**src/rtl/ram_loader.sv**
```systemverilog
// ram_loader: fills a 32-bit word RAM from an 8-bit byte stream.
// Bytes are packed little-endian into words and written to consecutive
// word addresses starting at a programmable base. While no load is
// running, the CPU write path passes straight through to the RAM.
module ram_loader #(
    parameter int DEPTH          = 10000,
    parameter int TIMEOUT_CYCLES = 1000000
) (
    input  logic        clk,
    input  logic        rst_n,
    input  logic        start,
    input  logic [31:0] base_addr,
    input  logic [31:0] word_count,
    input  logic [7:0]  rx_data,
    input  logic        rx_valid,
    output logic        rx_ready,
    input  logic        cpu_we,
    input  logic [31:0] cpu_address,
    input  logic [31:0] cpu_wd,
    output logic        cpu_stall,
    output logic        ram_we,
    output logic [31:0] ram_address,
    output logic [31:0] ram_wd,
    output logic        busy,
    output logic        done,
    output logic        error
);

    localparam logic [1:0] IDLE    = 2'd0;
    localparam logic [1:0] COLLECT = 2'd1;
    localparam logic [1:0] WRITE   = 2'd2;

    // Idle-counter value on which the next empty cycle fires the timeout,
    // so the error flag rises exactly TIMEOUT_CYCLES cycles after a byte.
    localparam logic [31:0] TIMEOUT_LAST = 32'(TIMEOUT_CYCLES - 1);
    localparam bit          TIMEOUT_ON   = (TIMEOUT_CYCLES != 0);

    logic [1:0]  state_reg,    state_next;
    logic [31:0] addr_reg,     addr_next;      // next RAM word address
    logic [31:0] count_reg,    count_next;     // words requested
    logic [31:0] written_reg,  written_next;   // words written so far
    logic [1:0]  byte_idx_reg, byte_idx_next;  // byte lane of next byte
    logic [31:0] word_reg,     word_next;      // word being assembled
    logic [31:0] idle_cnt_reg, idle_cnt_next;  // cycles since last byte
    logic        done_reg,     done_next;
    logic        error_reg,    error_next;

    // Range check uses a 33-bit end address so base+count cannot wrap.
    logic [32:0] end_addr;
    logic        out_of_range;
    logic        accept;

    assign end_addr     = {1'b0, base_addr} + {1'b0, word_count};
    assign out_of_range = (base_addr >= 32'(DEPTH)) || (end_addr > 33'(DEPTH));
    assign accept       = rx_valid && (state_reg == COLLECT);

    // Next-state and datapath update for the load sequencer.
    always_comb begin
        state_next    = state_reg;
        addr_next     = addr_reg;
        count_next    = count_reg;
        written_next  = written_reg;
        byte_idx_next = byte_idx_reg;
        word_next     = word_reg;
        idle_cnt_next = idle_cnt_reg;
        done_next     = done_reg;
        error_next    = error_reg;

        case (state_reg)
            IDLE: begin
                if (start) begin
                    done_next     = 1'b0;
                    error_next    = 1'b0;
                    addr_next     = base_addr;
                    count_next    = word_count;
                    written_next  = 32'd0;
                    byte_idx_next = 2'd0;
                    word_next     = 32'd0;
                    idle_cnt_next = 32'd0;
                    if (word_count == 32'd0) begin
                        done_next = 1'b1;
                    end else if (out_of_range) begin
                        error_next = 1'b1;
                    end else begin
                        state_next = COLLECT;
                    end
                end
            end

            COLLECT: begin
                if (accept) begin
                    word_next[{byte_idx_reg, 3'b000} +: 8] = rx_data;
                    byte_idx_next = byte_idx_reg + 2'd1;
                    idle_cnt_next = 32'd0;
                    if (byte_idx_reg == 2'd3) begin
                        state_next = WRITE;
                    end
                end else if (TIMEOUT_ON) begin
                    if (idle_cnt_reg == TIMEOUT_LAST) begin
                        // Stream went quiet: abandon the partial word.
                        state_next = IDLE;
                        error_next = 1'b1;
                    end else begin
                        idle_cnt_next = idle_cnt_reg + 32'd1;
                    end
                end
            end

            WRITE: begin
                written_next  = written_reg + 32'd1;
                addr_next     = addr_reg + 32'd1;
                byte_idx_next = 2'd0;
                idle_cnt_next = 32'd0;
                if (written_reg + 32'd1 == count_reg) begin
                    state_next = IDLE;
                    done_next  = 1'b1;
                end else begin
                    state_next = COLLECT;
                end
            end

            default: begin
                state_next = IDLE;
            end
        endcase
    end

    // State and datapath registers; reset discards any partial word.
    always_ff @(posedge clk or negedge rst_n) begin
        if (!rst_n) begin
            state_reg    <= IDLE;
            addr_reg     <= 32'd0;
            count_reg    <= 32'd0;
            written_reg  <= 32'd0;
            byte_idx_reg <= 2'd0;
            word_reg     <= 32'd0;
            idle_cnt_reg <= 32'd0;
            done_reg     <= 1'b0;
            error_reg    <= 1'b0;
        end else begin
            state_reg    <= state_next;
            addr_reg     <= addr_next;
            count_reg    <= count_next;
            written_reg  <= written_next;
            byte_idx_reg <= byte_idx_next;
            word_reg     <= word_next;
            idle_cnt_reg <= idle_cnt_next;
            done_reg     <= done_next;
            error_reg    <= error_next;
        end
    end

    // RAM bus mux: CPU pass-through when idle, loader registers otherwise.
    // CPU writes during a load are dropped, not queued.
    always_comb begin
        if (state_reg == IDLE) begin
            ram_we      = cpu_we;
            ram_address = cpu_address;
            ram_wd      = cpu_wd;
        end else begin
            ram_we      = (state_reg == WRITE);
            ram_address = addr_reg;
            ram_wd      = word_reg;
        end
    end

    assign rx_ready  = (state_reg == COLLECT);
    assign busy      = (state_reg != IDLE);
    assign cpu_stall = (state_reg != IDLE);
    assign done      = done_reg;
    assign error     = error_reg;

endmodule

```
**config.mk**
```make
export PLATFORM = sky130hd
export DESIGN_NAME = ram_loader
export DESIGN_NICKNAME = d
export VERILOG_FILES = /design/src/rtl/ram_loader.sv
export SDC_FILE = /design/constraint.sdc
export NUM_CORES = 1
export LEC_CHECK = 0
export CORE_UTILIZATION = 54
export DETAILED_ROUTE_END_ITERATION = 7
export GPL_TIMING_DRIVEN = 0
export PLACE_DENSITY_LB_ADDON = 0.08
export SYNTH_ARGS = -nofsm -noshare
export SYNTH_HDL_FRONTEND = slang
export SYNTH_SLANG_ARGS = --single-unit
export TNS_END_PERCENT = 50
```
**constraint.sdc**
```tcl
create_clock -name clk -period 3.8 [get_ports clk]
set_clock_uncertainty 0.2 [all_clocks]
set_input_delay 0.76 -clock clk [delete_from_list [all_inputs] [get_ports clk]]
set_output_delay 0.76 -clock clk [all_outputs]
set_load 0.02 [all_outputs]
```
==> run summary <==
SYNTHESIS
-------------------------------------------------------------------------------------
Synth Area per Inst                                                          8.41 µm²
YS warnings                                                                         0
Number of unique standard cell types used by synthesis                             76
Most frequent cell after synthesis                                       sky130_fd_sc_hd__nand2_1
Dominant synthesized flop cell                                           sky130_fd_sc_hd__dfrtp_1
Biggest area contributors in the synthesized netlist                     sky130_fd_sc_hd__dfrtp_1, sky130_fd_sc_hd__nand2_1, sky130_fd_sc_hd__mux2_2
Asr flop ratio synth                                                             100%
Post-Synthesis Cells                                                            1,373
Biggest area consumer among synthesized cells                            sky130_fd_sc_hd__dfrtp_1
Cell types with the highest counts after synthesis                       sky130_fd_sc_hd__nand2_1, sky130_fd_sc_hd__dfrtp_1, sky130_fd_sc_hd__nor2_1, sky130_fd_sc_hd__o21ai_0, sky130_fd_sc_hd__a21oi_1
Cell area after synthesis                                                  0.0115 mm²
Area share of the largest cell type after synthesis                             36.0%
Post-synthesis sequential element count                                           166
Synthesized Nets                                                                1,554
Post-synth EDFFs                                                                    0
Sequential-to-total area share from yosys stat                                  36.0%

CRITICAL PATH
-------------------------------------------------------------------------------------
Capture point of the worst reg-to-reg path                               state_reg[0]$_DFFE_PN0P_
Total buffers and inverters traversed by the critical path                          2
Startpoint type of the worst setup path                                     input pin
Slowest-stage cell, CP                                                   sky130_fd_sc_hd__clkdlybuf4s50_1
Longest individual stage delay on the worst path                              0.55 ns
Family with the most delay on the worst path                             simple AND/OR/NAND/NOR gates
End point of the critical path                                           error$_DFFE_PN0P_
Cell-by-cell trace of the critical path                                  clkdlybuf4s50_1 -> ha_2 -> nand2_1 -> o21ai_2 -> a41oi_2 -> a31oi_4 -> nand3_1 -> and4b_1 -> or3_1 -> nor4_4 -> buf_4 -> o22ai_1
Arrival time of the worst setup path                                          3.88 ns
Critical path required time                                                   3.89 ns
Total stage count of the critical path                                             12
Critical Setup Path Class                                                input pin to flop
Category of the worst setup path capture point                                   flop
Startpoint of the most critical setup path                               word_count[19]
Register-to-register setup slack                                              0.21 ns
Largest driver fanout on the critical path                                          7
Cell count of the worst reg-to-reg path                                            12
Startpoint of the worst register-to-register path                        written_reg[11]$_DFFE_PN0P_

GLOBAL ROUTING
-------------------------------------------------------------------------------------
Largest net degree at the start of global routing                                 107
Total GRT Usage                                                                 36.1%
Vias in the first global route                                                 11,400
Global-route wire length before repair                                        61.6 mm
Remaining global-route overflow                                                     0
Initial antenna violation count                                                     0

PLACED DESIGN
-------------------------------------------------------------------------------------
Detailed Place HPWL                                                           29.8 mm
Placer's final routability congestion estimate                                   1.01
Placed inst area                                                           0.0140 mm²
Placed Instances                                                                1,858
Number of port buffers                                                            209

ROUTE
-------------------------------------------------------------------------------------
Detailed-routing iteration count for the pre-antenna-repair pass                    6
DR vias                                                                        11,900
Count of routing violations after the opening detailed-route iteration          1,084
Avg Vias per Cell                                                                6.27
WL per Instance                                                               20.9 µm
Total detailed-routing wirelength                                             39.6 mm
# DRC                                                                               0
ANT nets after route                                                                0

FINAL LAYOUT
-------------------------------------------------------------------------------------
Ratio of cells with drive above 1 in the final layout                           13.4%
Final net count                                                                 1,788
Post-Layout Inst Area                                                      0.0152 mm²
Final core utilization                                                          72.2%
Area grow syn2layout                                                            31.5%
Ant diodes                                                                          0
Non-filler instance count after layout                                          1,895

WORST HOLD PATH
-------------------------------------------------------------------------------------
Hold WC Path Type                                                        input pin to asynchronous set/reset pin

TIMING
-------------------------------------------------------------------------------------
Top achievable clock speed                                                  0.263 GHz
Final critical delay including setup and external delays                      3.80 ns
Final setup violation count                                                         0
Final Hold Slack                                                            0.0486 ns
Final hold violation count                                                          0
Final cycle utilization of the critical path                                    99.9%
Unrepaired setup endpoints after global routing                                  true
Worst slew slack as a fraction of its limit                                     8.55%
Least-Margin Pin Slew                                                         1.36 ns
Number of pins exceeding their max-slew limit in the final report                   0

CLOCKING
-------------------------------------------------------------------------------------
Number of clock sinks seen by CTS                                                 166
Num CTS Buffers                                                                    17
CTS H-Tree Depth                                                                    4
Root cell of the clock tree                                              sky130_fd_sc_hd__clkbuf_16
Clock slew at reported path FFs                                               0.07 ns
Clock tree from TritonCTS                                                        done
Post-CTS Hold Fix Bufs                                                              0
Clk_lat worst skew                                                            0.43 ns
CTS max path bufs                                                                   2

FLOORPLAN
-------------------------------------------------------------------------------------
Total I/O pin count                                                               211
Horiz. Die Dim                                                                 148 µm
Height of the die                                                              148 µm
Core region area                                                           0.0210 mm²
Core Rows                                                                          53
Area of the die                                                            0.0220 mm²
Starting density of the core                                                    54.9%

OUTCOME
-------------------------------------------------------------------------------------
Outcome                                                                  finished, final reports clean

FLOW RUN
-------------------------------------------------------------------------------------
Reported max-cap violation count                                                    0

POWER AND IR DROP
-------------------------------------------------------------------------------------
Max rail drop VDD                                                            0.379 mV
Total leakage power                                                           6.47 nW
Total power per unit cell area                                             574 mW/mm²

-- power breakdown --
group	internal (mW)	leakage, nW	switching (mW)
Sequential	2.18	2.17	0.502
Combinational	1.90	4.03	2.46
Clock	0.926	0.264	0.749
Total	5.01	6.47	3.71
-- stage by stage --
stage	setup WS [ns]	setup TNS, ns	power, mW
floorplan	0.0789	0	5.11
global placement	-4.98	-832.61	6.80
detailed placement	-1.64	-8.62	6.86
CTS	-0.00924	-0.00924	8.60
global route	-0.0383	-0.0383	9.16
finish	0.00293	0	8.72
-- cell families after synthesis --
group | share of synthesized area, %
and+or+nand+nor | 23.9
AOI/OAI and AO/OA | 18.7
DFF | 36.0
buffers and inverters | 3.41
xor gates and xnor gates | 7.17
muxes | 6.47
adders and majority gates | 4.40
-- worst min path at each step --
| stage | startpoint | depth (start not counted) | endpoint | slack (ns) |
|---|---|---|---|---|
| global placement | word_reg[5]$_DFFE_PN0P_ | 2 | word_reg[5]$_DFFE_PN0P_ | 0.27 |
| global route | rst_n | 1 | word_reg[14]$_DFFE_PN0P_ | 0.08 |
| floorplan | word_reg[0]$_DFFE_PN0P_ | 2 | word_reg[0]$_DFFE_PN0P_ | 0.25 |
| finish | rst_n | 1 | word_reg[14]$_DFFE_PN0P_ | 0.05 |
| detailed placement | word_reg[5]$_DFFE_PN0P_ | 2 | word_reg[5]$_DFFE_PN0P_ | 0.27 |
| CTS | rst_n | 1 | word_reg[14]$_DFFE_PN0P_ | 0.07 |
-- what timing repair did --
item / 4_1_cts / 5_1_grt
pin swaps: 16 / 24
endpoints found under the setup margin: 48 / 11
gates resized for setup: 67 / 75
buffers inserted: 6 / 11
-- layout make-up --
| cell class | count | area, µm² |
|---|---|---|
| inverter | 23 | 86.3 |
| buffer | 63 | 277 |
| timing repair buffer | 227 | 2280 |
| tap | 275 | 344 |
| sequential | 166 | 4160 |
| multi-input combinational | 1109 | 7470 |
| clock buffer | 19 | 443 |
| fill | 1608 | 5840 |
| clock inverter | 13 | 124 |
-- routing by layer --
metal	part of all wire, %	track usage (%)	wire length (µm)	up-vias
li1	-	-	-	5484
met2	49	61.4	19400	572
met3	7.4	5.83	2940	126
met4	4.1	17.2	1630	0
met5	0	0	0	-
met1	40	44.9	15600	5703
-- cells in the final DEF (no fill, tap or decap), types with 7 or more instances in the layout --
cell type	count
sky130_fd_sc_hd__xor2_1	54
sky130_fd_sc_hd__ha_1	16
sky130_fd_sc_hd__buf_2	7
sky130_fd_sc_hd__nand2b_1	8
sky130_fd_sc_hd__clkbuf_16	17
sky130_fd_sc_hd__inv_1	23
sky130_fd_sc_hd__ha_2	7
sky130_fd_sc_hd__a22o_1	25
sky130_fd_sc_hd__a211oi_1	11
sky130_fd_sc_hd__dfrtp_1	165
sky130_fd_sc_hd__nor2_1	111
sky130_fd_sc_hd__a21oi_2	8
sky130_fd_sc_hd__nand2_1	230
sky130_fd_sc_hd__nand4_1	36
sky130_fd_sc_hd__a21oi_1	63
sky130_fd_sc_hd__a31oi_1	12
sky130_fd_sc_hd__o21ai_0	94
sky130_fd_sc_hd__mux2_2	61
sky130_fd_sc_hd__xnor2_1	38
sky130_fd_sc_hd__ha_4	16
sky130_fd_sc_hd__o31ai_1	13
sky130_fd_sc_hd__clkbuf_2	7
sky130_fd_sc_hd__dlymetal6s2s_1	22
sky130_fd_sc_hd__buf_4	21
sky130_fd_sc_hd__nor3_1	20
sky130_fd_sc_hd__and3_1	24
sky130_fd_sc_hd__clkdlybuf4s50_1	175
sky130_fd_sc_hd__and4_1	10
sky130_fd_sc_hd__dlygate4sd2_1	8
sky130_fd_sc_hd__o22ai_1	13
sky130_fd_sc_hd__nand3_1	53
sky130_fd_sc_hd__a21o_1	10
sky130_fd_sc_hd__nor4_1	24
sky130_fd_sc_hd__clkbuf_1	44
(Power assumes the default switching activity.)
